**src/rtl/pipeline_pkg.sv**
```systemverilog
// Shared definitions for the MEM-stage memory access controller:
// FSM encoding, byte-enable patterns and timeout default.
package pipeline_pkg;

    typedef enum logic [1:0] {
        IDLE = 2'd0,
        REQ  = 2'd1,
        DONE = 2'd2
    } state_t;

    localparam logic [3:0] BE_WORD    = 4'b1111;
    localparam logic [3:0] BE_HALF_LO = 4'b0011;
    localparam logic [3:0] BE_HALF_HI = 4'b1100;

    localparam int TIMEOUT_DEFAULT = 255;

    function automatic logic is_misaligned(
        input logic       w_h,
        input logic [1:0] lo
    );
        return w_h ? lo[0] : (lo != 2'b00);
    endfunction

endpackage

```
**src/rtl/mem_align.sv**
```systemverilog
// Lane steering for stores and lane extraction with sign extension
// for loads; purely combinational.
module mem_align
    import pipeline_pkg::*;
(
    input  logic        w_h,
    input  logic [1:0]  dir,
    input  logic [31:0] di,
    input  logic [31:0] mem_rdata,
    output logic [31:0] mem_wdata,
    output logic [3:0]  mem_be,
    output logic [31:0] load_val,
    output logic        misaligned
);

    logic [15:0] half;

    always_comb begin
        half       = dir[1] ? mem_rdata[31:16] : mem_rdata[15:0];
        misaligned = is_misaligned(w_h, dir);
        if (w_h) begin
            mem_wdata = {di[15:0], di[15:0]};
            mem_be    = dir[1] ? BE_HALF_HI : BE_HALF_LO;
            load_val  = {{16{half[15]}}, half};
        end else begin
            mem_wdata = di;
            mem_be    = BE_WORD;
            load_val  = mem_rdata;
        end
    end

endmodule

```
**src/rtl/mem_access_ctrl.sv**
```systemverilog
// MEM-stage controller: issues one registered memory request per
// load/store, stalls the pipeline while it is outstanding.
module mem_access_ctrl
    import pipeline_pkg::*;
#(
    parameter int TIMEOUT = TIMEOUT_DEFAULT
) (
    input  logic        reloj,
    input  logic        reset_n,
    input  logic        MEM_RD,
    input  logic        MEM_WR,
    input  logic        w_h,
    input  logic [31:0] DIR,
    input  logic [31:0] DI,
    output logic        mem_req,
    output logic        mem_we,
    output logic [31:0] mem_addr,
    output logic [31:0] mem_wdata,
    output logic [3:0]  mem_be,
    input  logic        mem_ack,
    input  logic [31:0] mem_rdata,
    output logic        stall,
    output logic [31:0] DO,
    output logic        mem_err
);

    localparam logic [7:0] CNT_LAST = 8'(TIMEOUT - 1);

    state_t      state;
    logic [7:0]  cnt;
    logic        wh_q;
    logic        lo_q;
    logic        req_in;
    logic        al_wh;
    logic [1:0]  al_dir;
    logic [31:0] al_wdata;
    logic [31:0] al_load;
    logic [3:0]  al_be;
    logic        mis;

    assign req_in = MEM_RD | MEM_WR;

    // In REQ the aligner decodes the latched size/lane, not live inputs
    assign al_wh  = (state == IDLE) ? w_h : wh_q;
    assign al_dir = (state == IDLE) ? DIR[1:0] : {lo_q, 1'b0};

    mem_align u_align (
        .w_h        (al_wh),
        .dir        (al_dir),
        .di         (DI),
        .mem_rdata  (mem_rdata),
        .mem_wdata  (al_wdata),
        .mem_be     (al_be),
        .load_val   (al_load),
        .misaligned (mis)
    );

    assign stall = reset_n
                 & (((state == IDLE) & req_in & ~mis)
                 | (state == REQ));

    always_ff @(posedge reloj or negedge reset_n) begin
        if (!reset_n) begin
            state     <= IDLE;
            cnt       <= 8'd0;
            wh_q      <= 1'b0;
            lo_q      <= 1'b0;
            mem_req   <= 1'b0;
            mem_we    <= 1'b0;
            mem_addr  <= 32'h0;
            mem_wdata <= 32'h0;
            mem_be    <= 4'h0;
            DO        <= 32'h0;
            mem_err   <= 1'b0;
        end else begin
            mem_err <= 1'b0;
            unique case (state)
                IDLE: begin
                    if (req_in && mis) begin
                        mem_err <= 1'b1;
                    end else if (req_in) begin
                        state     <= REQ;
                        cnt       <= 8'd0;
                        wh_q      <= w_h;
                        lo_q      <= DIR[1];
                        mem_req   <= 1'b1;
                        mem_we    <= MEM_WR;
                        mem_addr  <= {DIR[31:2], 2'b00};
                        mem_wdata <= al_wdata;
                        mem_be    <= al_be;
                    end
                end
                REQ: begin
                    if (mem_ack) begin
                        state   <= DONE;
                        mem_req <= 1'b0;
                        mem_we  <= 1'b0;
                        if (!mem_we) DO <= al_load;
                    end else if (cnt == CNT_LAST) begin
                        state   <= DONE;
                        mem_req <= 1'b0;
                        mem_we  <= 1'b0;
                        DO      <= 32'h0;
                        mem_err <= 1'b1;
                    end else begin
                        cnt <= cnt + 8'd1;
                    end
                end
                DONE: state <= IDLE;
                default: state <= IDLE;
            endcase
        end
    end

endmodule

```
**config.mk**
```make
export PLATFORM = sky130hd
export DESIGN_NAME = mem_access_ctrl
export DESIGN_NICKNAME = d
export VERILOG_FILES = /design/src/rtl/pipeline_pkg.sv /design/src/rtl/mem_align.sv /design/src/rtl/mem_access_ctrl.sv
export SDC_FILE = /design/constraint.sdc
export NUM_CORES = 1
export LEC_CHECK = 0
export ABC_AREA = 1
export BUFFER_PORTS_ARGS = -buffer_cell sky130_fd_sc_hd__clkbuf_2
export CORE_MARGIN = 2
export CORE_UTILIZATION = 35
export CTS_BUF_LIST = sky130_fd_sc_hd__clkbuf_8 sky130_fd_sc_hd__clkbuf_16
export CTS_CLUSTER_SIZE = 12
export DETAILED_ROUTE_END_ITERATION = 7
export PLACE_DENSITY = 0.64
export RECOVER_POWER = 50
export SYNTH_ARGS = -nofsm -noshare
export SYNTH_HDL_FRONTEND = slang
export SYNTH_SLANG_ARGS = --single-unit
```
**constraint.sdc**
```tcl
create_clock -name reloj -period 3.6 [get_ports reloj]
set_input_delay 0.18 -clock reloj [delete_from_list [all_inputs] [get_ports reloj]]
set_output_delay 0.18 -clock reloj [all_outputs]
set_load 0.01 [all_outputs]
```
## After elaboration in Yosys (flattened, before gate mapping)

Cells that the tools add are included.

| word-level totals | value |
|---|---|
| bits in registers | 113 |
| bits in latches | 0 |
| RAM bits | 0 |
| bits in read-only memories | 0 |
| input bits | 102 |
| output and inout port bits | 104 |
| logic and storage cells | 70 |
| memories | 0 |

| operators by class | value |
|---|---|
| $add $sub $neg | 1 |
| multipliers | 0 |
| divide/modulo/power cells | 0 |
| magnitude comparators | 0 |
| eq/ne operators | 8 |
| shift-type cells | 0 |
| muxes and demuxes | 33 |
| bitwise logic cells | 7 |
| reductions and logical operators | 10 |

Operators with widths:

| cell | number |
|---|---|
| $mux 32 | 5 |
| $mux 8 | 4 |
| $mux 16 | 1 |
| $pmux 8 s2 | 1 |
| $mux 1 | 11 |
| $mux 2 | 5 |
| $ne 2x2->1 const B | 5 |
| $reduce_and 3->1 | 3 |
| $add 8x1->8 const B | 1 |
| $eq 8x8->1 const B | 1 |
| $mux 4 | 2 |
| $pmux 1 s2 | 3 |
| $reduce_bool 2->1 | 3 |
| $reduce_and 5->1 | 1 |
| $pmux 2 s2 | 1 |
| $reduce_and 4->1 | 1 |
| $and 1x1->1 | 3 |
| $ne 3x2->1 const B | 1 |
| $eq 2x1->1 const B | 1 |
| $logic_not 2->1 | 1 |
| $not 1->1 | 2 |
| $or 1x1->1 | 2 |
| $logic_and 1x1->1 | 1 |

## Logic depth before layout (Yosys ltp)

| depth | value |
|---|---|
| word-level depth | 8 |
| gate-level depth with buffers | 11 |
| mapped depth without buffers | 10 |

## Cells and area by module

From an unflattened synthesis, not the netlist that was laid out.

| unflattened totals | value |
|---|---|
| cells, all modules | 691 |
| area, all modules | 5460.2 um^2 |

Modules (own cells, without submodules):

| module | instances | cells an instance | area each (um^2) | seq. area each (um^2) |
|---|---|---|---|---|
| mem_access_ctrl | 1 | 527 | 4639.4 | 2827.7 |
| mem_align | 1 | 164 | 820.8 | 0.0 |

## Worst setup path after synthesis

OpenSTA, ideal clock, no wires.

| timing path | value |
|---|---|
| path type | register -> output |
| start point | reg state[0] |
| end point | out stall |
| arrival time | 1.406 ns |
| required time | 3.420 ns |
| slack | 2.014 ns |
| cell stages (with the launch flop) | 7 |
| buffers on the path | 1 |
| cells stage by stage | dfrtp_1 -> o21ai_0 -> nand2_1 -> nand2_1 -> nand3_2 -> buf_2 -> a21boi_0 |

| on the way | value |
|---|---|
| cells in the longest elaborated chain, start to end | 8 |
| elaborated cells between the ends (all ways) | 11 |
| classes of those cells | eq/ne (1); mux (3); bitwise (5); reduce/logical (2) |

Ends and longest elaborated chain:

| what | line | text |
|---|---|---|
| start, declared | mem_access_ctrl.sv:29 | `state_t state;` |
| start signal, assigned | mem_access_ctrl.sv:64 | `state <= IDLE;` |
| start signal, assigned | mem_access_ctrl.sv:82 | `state <= REQ;` |
| start signal, assigned | mem_access_ctrl.sv:95 | `state <= DONE;` |
| $logic_not 2->1 | mem_access_ctrl.sv:44, mem_access_ctrl.sv:45, mem_access_ctrl.sv:59 |  |
| $mux 2 | mem_access_ctrl.sv:45 | `assign al_dir = (state == IDLE) ? DIR[1:0] : {lo_q, 1'b0};` |
| $reduce_bool 2->1 | pipeline_pkg.sv:21 | `return w_h ? lo[0] : (lo != 2'b00);` |
| $mux 1 | pipeline_pkg.sv:21 |  |
| $not 1->1 | mem_access_ctrl.sv:59 | `& (((state == IDLE) & req_in & ~mis)` |
| $and 1x1->1 | mem_access_ctrl.sv:59 |  |
| $or 1x1->1 * | mem_access_ctrl.sv:60 | `\| (state == REQ));` |
| $and 1x1->1 * | mem_access_ctrl.sv:59 |  |
| end, declared | mem_access_ctrl.sv:22 | `output logic stall,` |

Every way passes the cells marked *; elsewhere a longest branch is shown, timed or not.

## Worst setup path after layout

| timing path | value |
|---|---|
| start point | in reset_n |
| end point | out stall |

| on the way | value |
|---|---|
| cells in the longest elaborated chain, start to end | 1 |

Ends and longest elaborated chain:

| what | line | text |
|---|---|---|
| start, declared | mem_access_ctrl.sv:9 | `input logic reset_n,` |
| $and 1x1->1 | mem_access_ctrl.sv:59 |  |

No other way between the ends.

==> summary.md <==
| Metric | Value |
|---|---|
| Outcome | `finished, final reports clean` |
| Slew at the pin closest to its max-slew limit | `1.20 ns` |
| Reg clk slew, reported paths | `0.07 ns` |
| Maximum buffer depth of the clock tree | `2` |
| Synth area leaders | `dfrtp_1 55%, nand2_1 13%, o21ai_1 8.1%` |
| Placer Congestion | `0.769` |
| Width of the chip | `124 um` |
| Port Buf Inserts | `203` |
| CP Launch Type | `input port` |
| # rows | `43` |
| Setup crit end kind | `output pin` |
| Fin Hold WS | `0.0389 ns` |
| YS warnings | `0` |
| Post-DRT Antenna Nets | `0` |
| Worst EP arrival | `2.15 ns` |
| Total CTS buffers | `9` |
| DPL Wire Length | `9.43 mm` |
| Via count | `4449` |
| P_leak | `3.24 nW` |
| Hold crit path type | `in2reg` |
| Endpoints failing hold | `0` |
| Area growth syn-to-layout | `25.2%` |
| Synth Cell Area | `5020 um^2` |
| Gr usage total | `0.175` |
| Final wirelength | `12.9 mm` |
| Syn Area/Cell | `8.44 um^2` |
| Worst Hold Path Cells | `3` |
| Clock latency on the worst-skew pair | `0.35 ns` |
| Post_cts resized | `0` |
| Vias in the first global route | `4245` |
| Synth Register Bits | `111` |
| Maximum fanout along the worst path | `18` |
| Seq/Total Area, Yosys | `0.553` |
| WL per Instance | `13.3 um` |
| Total setup buffers inserted after CTS | `0` |
| Clock sink total | `111` |
| Max VDD drop | `0.000385 V` |
| CTS tree | `built` |
| CP max-delay cell | `clkbuf_1` |
| Iter 0 DRT Violations | `197` |
| Top cell type's share of synthesized area | `0.553` |
| Power per cell area | `855 nW/um^2` |
| Initial antenna violation count | `1` |
| Die H | `124 um` |
| Post-synthesis cell count | `595` |
| Fmax | `430 MHz` |
| Max-cap viol count | `0` |
| Setup TNS | `0 ns` |
| Number of remaining DRC errors | `0` |
| Root buf cell | `clkbuf_16` |
| Final setup viols | `0` |
| Post-synth top area cell | `dfrtp_1` |
| Diode count | `0` |
| Commonest non-fill, non-tap cell in the layout | `nand2_1` |
| CP required | `3.42 ns` |
| Clk_skew | `0.0105 ns` |
| H-tree Lvls | `3` |
| First-pass GRT wire length | `20.9 mm` |
| Largest net degree at the start of global routing | `96` |
| Crit-path leading delay family | `buffers and inverters` |
| Core ar. | `13900 um^2` |
| Layout cells sized above 1 | `0.186` |
| Ports | `206` |
| Pre-Repair DR Iteration Count | `5` |
| Crit path cell chain | `dlygate4sd3_1 > clkbuf_1 > a21boi_0 > clkbuf_2` |
| CP Buf/Inv Count | `3` |
| Critical path type | `in2out` |
| Most frequent cells in the layout | `175 x nand2_1, 111 x dfrtp_1, 102 x clkbuf_1, 101 x clkbuf_2, 81 x o21ai_1` |
| Vias per cell | `4.60` |
| Total power | `5.38 mW` |
| R2R cell count | `8` |
| Initial Utilization | `0.360` |
| Die area | `15300 um^2` |
| Worst path depth | `4` |
| Final Max Tran Viols | `0` |
| Max incr delay on CP | `0.88 ns` |
| Number of hold buffers added after CTS | `1` |
| Slew headroom | `0.200` |
| Total gr overflow | `0` |
| Period utilization | `0.647` |
| Final Util | `0.451` |
| RSZ-0062 raised after global routing | `no` |
| Minimum clock period | `2.33 ns` |
| Layout net count | `887` |
| Post-synthesis cell type count | `28` |
-- cell type report --
class,count,area [um^2]
Inverter,66,248
Multi-Input combinational cell,385,1800
Timing Repair Buffer,210,956
Clock buffer,11,253
Fill cell,1478,7650
Clock inverter,4,28.8
Sequential cell,111,2780
Tap cell,180,225
-- layer usage --
metal / wire [um] / vias up / part of all wire / track usage
met5: 13 / - / 0.0010 / 0
met4: 309 / 2 / 0.024 / 0.0717
met3: 1130 / 24 / 0.087 / 0.0549
met2: 5680 / 175 / 0.44 / 0.276
met1: 5770 / 2004 / 0.45 / 0.224
li1: - / 2244 / - / -
-- report_power, final --
group          total, mW  leakage (nW)  switching (mW)  internal (mW)
Sequential          2.14          1.39           0.327           1.81
Combinational       2.28          1.72            1.50          0.774
Clock              0.957         0.134           0.452          0.505
Total               5.38          3.24            2.28           3.09
-- through the flow --
stage	cell area, um^2	setup slack [ns]	cells
after floorplan	5020	2.01	596
after global placement	6130	1.66	951
after detailed placement	6130	1.63	951
after CTS	6420	1.42	967
after global routing	6290	1.07	967
final	6290	1.27	967
-- cell usage after synthesis (all sizes together) --
master / instances
nand2: 181
o21ai: 103
o21a: 16
xor2: 4
ha: 2
nor3: 2
dfrtp: 111
clkbuf: 9
a21oi: 3
a21boi: 1
nand4: 3
nand3: 27
conb: 1
buf: 25
or2: 9
nor2: 32
inv: 66
-- sequential cells by signal, summed over array words and instances (netlist names) --
register / flops
DO: 32
mem_wdata: 32
mem_addr: 30
cnt: 8
mem_be: 2
state: 2
lo_q: 1
mem_err: 1
mem_req: 1
mem_we: 1
wh_q: 1
-- worst register-to-register path: cells and delay by family (launching register included) --
family	cells	cell delay [ns]
AO/OA/AOI/OAI	1	0.11
flip-flops	1	0.46
AND/OR/NAND/NOR	6	0.74
buffers and inverters	1	0.55
-- cells by family (layout without fill, tap and decap cells) --
family	Yosys count	after routing	synth area share
AO/OA/AOI/OAI	123	123	0.132
AND/OR/NAND/NOR	254	254	0.212
other	1	2	0.000747
XOR/XNOR	4	4	0.00698
buffers and inverters	100	291	0.0905
flip-flops	111	111	0.553
adder cells (fa/ha/maj)	2	2	0.00498
-- final timing paths --
kind                                      start                      end  slack [ns]
max                                     reset_n                    stall        1.27
min                                      DIR[8]  mem_addr[8]$_DFFE_PN0P_        0.04
max reg2reg                state[0]$_DFFE_PN0P_       cnt[0]$_DFFE_PN0P_        1.65
min reg2reg                  DO[24]$_DFFE_PN0P_       DO[24]$_DFFE_PN0P_        0.48
max in group asynchronous               reset_n       cnt[4]$_DFFE_PN0P_        1.91
min in group asynchronous               reset_n        DO[8]$_DFFE_PN0P_        0.60
(Power assumes the default switching activity.)
